<file path="src/rtl/fetch_stage_pkg.sv">
// Shared definitions for the IF stage: datapath width, bubble word and FSM encoding.
package fetch_stage_pkg;

   localparam int unsigned PC_W = 32;
   localparam logic [PC_W-1:0] NOP_INSTR_DEF = 32'h0000_0000;
   localparam logic [PC_W-1:0] PC_STEP = 32'd4;

   typedef enum logic {
      IDLE = 1'b0,
      RUN  = 1'b1
   } fetch_state_e;

   // Branch targets are word aligned; the low two bits from the ID adder are dropped.
   function automatic logic [PC_W-1:0] align_word(input logic [PC_W-1:0] addr);
      return {addr[PC_W-1:2], 2'b00};
   endfunction

endpackage

</file>
<file path="src/rtl/fetch_stage_sat_counter.sv">
// Saturating up-counter with synchronous reset and clear; holds at all-ones.
module sat_counter #(
   parameter int unsigned W = 32
) (
   input  logic         clk_i,
   input  logic         rst_i,
   input  logic         clr_i,
   input  logic         inc_i,
   output logic [W-1:0] count_o
);

   logic [W-1:0] count_q;
   logic [W-1:0] count_d;

   always_comb begin
      count_d = count_q;
      if (clr_i) begin
         count_d = '0;
      end else if (inc_i && (count_q != {W{1'b1}})) begin
         count_d = count_q + W'(1);
      end
   end

   always_ff @(posedge clk_i) begin
      if (rst_i) begin
         count_q <= '0;
      end else begin
         count_q <= count_d;
      end
   end

   assign count_o = count_q;

endmodule

</file>
<file path="src/rtl/fetch_stage.sv">
// IF stage: PC register, IF/ID pipeline register, IDLE/RUN control and stall/flush statistics.
module fetch_stage
   import fetch_stage_pkg::*;
#(
   parameter logic [31:0] PC_RESET  = 32'h0,
   parameter logic [31:0] NOP_INSTR = NOP_INSTR_DEF,
   parameter int unsigned CNT_W     = 32
) (
   input  logic             clk_i,
   input  logic             rst_i,
   input  logic             start_i,
   input  logic             pc_write_i,
   input  logic             stall_i,
   input  logic             flush_i,
   input  logic [31:0]      branch_target_i,
   input  logic [31:0]      imem_data_i,
   output logic [31:0]      imem_addr_o,
   output logic [31:0]      pc_o,
   output logic [31:0]      if_id_pc_o,
   output logic [31:0]      if_id_instr_o,
   output logic             if_id_valid_o,
   output logic [CNT_W-1:0] stall_count_o,
   output logic [CNT_W-1:0] flush_count_o,
   output logic             state_o
);

   fetch_state_e state_q, state_d;
   logic [31:0]  pc_q, pc_d;
   logic [31:0]  if_id_pc_q, if_id_pc_d;
   logic [31:0]  if_id_instr_q, if_id_instr_d;
   logic         if_id_valid_q, if_id_valid_d;
   logic         active;
   logic         stall_inc;
   logic         flush_inc;

   // Control priority each active cycle: flush redirects and squashes regardless of the
   // hazard inputs; otherwise any stall request (pc_write_i low or stall_i high) freezes
   // PC and IF/ID; otherwise the word at pc is latched into IF/ID and pc advances.
   always_comb begin
      state_d       = state_q;
      pc_d          = pc_q;
      if_id_pc_d    = if_id_pc_q;
      if_id_instr_d = if_id_instr_q;
      if_id_valid_d = if_id_valid_q;
      stall_inc     = 1'b0;
      flush_inc     = 1'b0;
      active        = (state_q == RUN) || start_i;

      if (active) begin
         state_d = RUN;
         if (flush_i) begin
            pc_d          = align_word(branch_target_i);
            if_id_pc_d    = '0;
            if_id_instr_d = NOP_INSTR;
            if_id_valid_d = 1'b0;
            flush_inc     = 1'b1;
         end else if (!pc_write_i || stall_i) begin
            stall_inc = 1'b1;
         end else begin
            if_id_pc_d    = pc_q;
            if_id_instr_d = imem_data_i;
            if_id_valid_d = 1'b1;
            pc_d          = pc_q + PC_STEP;
         end
      end
   end

   always_ff @(posedge clk_i) begin
      if (rst_i) begin
         state_q       <= IDLE;
         pc_q          <= PC_RESET;
         if_id_pc_q    <= '0;
         if_id_instr_q <= NOP_INSTR;
         if_id_valid_q <= 1'b0;
      end else begin
         state_q       <= state_d;
         pc_q          <= pc_d;
         if_id_pc_q    <= if_id_pc_d;
         if_id_instr_q <= if_id_instr_d;
         if_id_valid_q <= if_id_valid_d;
      end
   end

   sat_counter #(.W(CNT_W)) u_stall_cnt (
      .clk_i   (clk_i),
      .rst_i   (rst_i),
      .clr_i   (1'b0),
      .inc_i   (stall_inc),
      .count_o (stall_count_o)
   );

   sat_counter #(.W(CNT_W)) u_flush_cnt (
      .clk_i   (clk_i),
      .rst_i   (rst_i),
      .clr_i   (1'b0),
      .inc_i   (flush_inc),
      .count_o (flush_count_o)
   );

   assign imem_addr_o   = pc_q;
   assign pc_o          = pc_q;
   assign if_id_pc_o    = if_id_pc_q;
   assign if_id_instr_o = if_id_instr_q;
   assign if_id_valid_o = if_id_valid_q;
   assign state_o       = state_q;

endmodule

</file>
<file path="config.mk">
export PLATFORM = sky130hd
export DESIGN_NAME = fetch_stage
export DESIGN_NICKNAME = d
export VERILOG_FILES = /design/src/rtl/fetch_stage_pkg.sv /design/src/rtl/fetch_stage_sat_counter.sv /design/src/rtl/fetch_stage.sv
export SDC_FILE = /design/constraint.sdc
export NUM_CORES = 1
export LEC_CHECK = 0
export ABC_CLOCK_PERIOD_IN_PS = 2600
export CAP_MARGIN = 20
export CORE_MARGIN = 1
export CORE_UTILIZATION = 46
export DETAILED_ROUTE_END_ITERATION = 16
export PLACE_DENSITY_LB_ADDON = 0.2
export SETUP_SLACK_MARGIN = 0.1
export SLEW_MARGIN = 20
export SYNTH_ARGS = -nofsm -noshare
export SYNTH_HDL_FRONTEND = slang
export SYNTH_SLANG_ARGS = --single-unit
export TNS_END_PERCENT = 10
</file>
<file path="constraint.sdc">
create_clock -name clk_i -period 2.6 [get_ports clk_i]
set_input_delay 0.52 -clock clk_i [delete_from_list [all_inputs] [get_ports clk_i]]
set_output_delay 0.52 -clock clk_i [all_outputs]
set_load 0.05 [all_outputs]
</file>
==> qor.yml <==
setup_path:
  type_of_destination_of_the_critical_path: "primary output"
  worst_path_max_delay_cell: "sky130_fd_sc_hd__clkdlybuf4s50_1"
  reg_to_reg_endpoint: "u_flush_cnt.count_o[27]"
  worst_setup_path_start_kind: "flip-flop"
  worstSetupPathType: "flip-flop to primary output"
  setup.reg_to_reg.worst_slack_ns: 0.31
  timing.critical_path.from: "imem_addr_o[21]"
  cpLargestDelayFamily: "buffers and inverters"
  critical_path.n_buffers_inverters: 1
  cp.depth: 1
  max_stage_delay_ns: 0.88
  timing.critical_path.required_ns: 2.08
  critical_path.cell_chain: "clkdlybuf4s50_1"
  worstSetupEndpoint: "pc_o[21]"
  worst-path-max-fanout: 10
  crit_arrival_ns: 1.85
  regToRegStartpoint: "u_flush_cnt.count_o[20]"
  r2r.worst_path.cells: 5
sta:
  tightest_slew_ns: 0.682
  min_period_over_period_pct: 91.2
  setup_viol_count_final: 0
  finClkSkew_ns: 0.0127
  rsz0062_at_grt: "no"
  slew_viol_final: 0
  achievable-frequency_mhz: 422
  setup_ws_ns: 0.228
  final.min_clock_period_ns: 2.37
  max_slew_margin_pct: 54.2
  timing.final.hold_violations: 0
routing:
  detail_route.wl_per_cell_um: 16.1
  num_vias: 8128
  drt_first_iter_violations: 540
  drt-pass1-iter-count: 5
  route.detailed.drc: 0
  detail_route.vias_per_cell: 5.70
  antenna_violating_nets_post_route: 0
  detail_route.wirelength_mm: 23.0
yosys:
  synthesis.area_per_instance_um2: 7.86
  synth.top_cells.by_area: "sky130_fd_sc_hd__dfxtp_1 (41%), sky130_fd_sc_hd__a21oi_1 (8.3%), sky130_fd_sc_hd__nand3_1 (4.9%)"
  synth.cells.most_frequent: "sky130_fd_sc_hd__dfxtp_1 (159), sky130_fd_sc_hd__a21oi_1 (128), sky130_fd_sc_hd__nand2_1 (97)"
  synth.distinct_cells: 59
  ys_async_sr_fraction_pct: 0
  area_share_of_the_leading_cell_type_in_the_synthesized_netlist_pct: 41.1
  yosysTopAreaCell: "sky130_fd_sc_hd__dfxtp_1"
  edff_count_synth: 0
  dominantRegCellSynth: "sky130_fd_sc_hd__dfxtp_1"
  mappedNetlistArea_um2: 7740
  most_instantiated_library_cell_after_synthesis: "sky130_fd_sc_hd__dfxtp_1"
  syn-instance-count: 984
  synth-seq-area-share_pct: 41.1
  number_of_synthesized_register_bits: 159
  ys_warn_count: 0
pwr:
  cellLeakagePower_nw: 3.75
  cellInternalPower_mw: 4.45
  irDropWorstVdd_v: 0.000425
  share_seq_of_total_power_pct: 41.6
  clock_power_share_pct: 41.6
  pwr-share-comb_pct: 16.7
  total_power_mw: 6.22
  cellPowerDensity_nw_per_um2: 563
  switching_power_mw: 1.77
  switching_part_of_the_total_power_pct: 28.5
layout:
  finish.utilization_pct: 67.0
  synthToLayoutAreaGrowth_pct: 43.0
  num-fill-cells: 1434
  post-route-cell-area_um2: 11100
  final_std_cells_w_o_fill: 1427
  post_route_cells_drive_above_1_share_pct: 8.29
  layout_net_count: 1267
  antenna-diode-count: 0
clock_network:
  h-tree-depth: 4
  worstSkewPairLatency_ns: 0.43
  inserted_clock_buffers: 17
  tritoncts_num_sinks: 159
  cts.root.buffer_cell: "sky130_fd_sc_hd__clkbuf_16"
  clkTransAtPathRegs_ns: 0.06
  cts_tree: "done"
  cts-hold-fix-buffers: 0
  cts-root-to-sink-buffers: 2
die:
  total_die_area_um2: 17300
  die_w_um: 132
  chipHeight_um: 132
  fp_rows: 47
  core_um2: 16500
  ioPinCount: 264
  floorplan.initialDensity_pct: 46.8
global_routing:
  grt_pass1_vias: 7104
  grt_busiest_layer: "met2"
  grtUsageMet1_pct: 35.7
  first_pass_grt_wire_length_mm: 37.1
  pin_count_of_the_biggest_net_entering_global_routing: 110
  global_route.usage.met2_pct: 41.2
  track_usage_pct: 26.2
  groute.layer.met3.usage_pct: 5.32
  grt_antenna_before_repair: 1
  grt.overflow.total: 0
placed_design:
  port_buffers: 257
  dp.cells: 1395
  placement.setup.worst_slack_ns: -0.0341
  globalplace.congestion: 0.830
  placed_cell_area_um2: 10400
  dpl.hpwl_mm: 15.6
run:
  max_cap_viol_count: 0
min_path:
  worst_hold_path_type: "flip-flop to flip-flop"
run_status:
  outcome: "finished, final reports clean"
[registers in the layout (all words and copies together) (netlist names)]
register	cells
state_o	1
u_stall_cnt.count_o	32
u_flush_cnt.count_o	32
imem_addr_o	30
if_id_valid_o	1
if_id_instr_o	32
if_id_pc_o	31
[power by group through the flow]
stage	Combinational [mW]	Clock [mW]	Sequential, mW
floorplan	0.440	0	2.86
global placement	1.04	0	2.64
detailed placement	1.04	0	2.65
CTS	1.04	2.63	2.59
global route	1.10	2.75	2.60
finish	1.04	2.59	2.59
[worst min-delay path by stage]
stage	from	to	slack, ns	depth (start not counted)
CTS	if_id_instr_o[24]	if_id_instr_o[24]	0.45	2
global route	if_id_instr_o[29]	if_id_instr_o[29]	0.47	2
detailed placement	if_id_instr_o[24]	if_id_instr_o[24]	0.44	2
global placement	if_id_instr_o[29]	if_id_instr_o[29]	0.44	2
floorplan	u_stall_cnt.count_o[9]	u_stall_cnt.count_o[9]	0.60	2
finish	if_id_instr_o[16]	if_id_instr_o[16]	0.45	2
[final cells by class]
class / instances / area [µm²] / share of cell area (%)
repair buffers: 297 / 2940 / 26.6
multi-input cells: 701 / 3970 / 35.9
flip-flops and latches: 159 / 3190 / 28.9
clock buffers: 20 / 457 / 4.13
inverters: 18 / 67.6 / 0.611
well taps: 220 / 275 / 2.49
clock inverters: 12 / 156 / 1.41
[placed cells by master, fill, tap and decap left out, types with 7 or more instances in the layout]
cell and n:
sky130_fd_sc_hd__dfxtp_2 9, sky130_fd_sc_hd__nor3_1 13, sky130_fd_sc_hd__dfxtp_1 150, sky130_fd_sc_hd__or4_1 21
sky130_fd_sc_hd__nand4_1 31, sky130_fd_sc_hd__xnor2_1 7, sky130_fd_sc_hd__and4_1 14, sky130_fd_sc_hd__a211oi_1 9
sky130_fd_sc_hd__o31ai_1 22, sky130_fd_sc_hd__or3_1 33, sky130_fd_sc_hd__clkdlybuf4s50_1 255, sky130_fd_sc_hd__and3_1 32
sky130_fd_sc_hd__nor4_1 15, sky130_fd_sc_hd__inv_1 16, sky130_fd_sc_hd__clkbuf_16 17, sky130_fd_sc_hd__nand2_1 97
sky130_fd_sc_hd__o21ai_0 52, sky130_fd_sc_hd__buf_4 35, sky130_fd_sc_hd__a21oi_1 128, sky130_fd_sc_hd__nand3_1 75
sky130_fd_sc_hd__nor2_1 60
[routing by layer]
layer | part of all wire, % | up-vias
met5 | 0 | -
met4 | 1.5 | 0
met3 | 5.6 | 25
met2 | 47 | 275
met1 | 45 | 3834
li1 | - | 3994
[cell families after synthesis]
logic type / count (synthesis) / share of synthesized area [%]
simple gates: 417 / 28.5
compound gates: 261 / 19.9
flops: 159 / 41.1
buf+inv: 127 / 7.91
xor+xnor: 9 / 1.02
mux: 7 / 0.970
fa+ha+maj: 3 / 0.485
other cells: 1 / 0.0485
[per-stage QoR]
stage,TNS (ns),hold slack [ns]
2_1_floorplan,0,0.602
3_3_place_gp,-0.0676,0.437
3_5_place_dp,-0.0668,0.442
4_1_cts,0,0.451
5_1_grt,0,0.466
6_report,0,0.448
[timing repair]
item	in CTS	in global routing
setup buffers	0	0
setup endpoints to repair	0	6
gates resized for setup	0	1
Note: power is estimated with default switching activity, not from simulation.
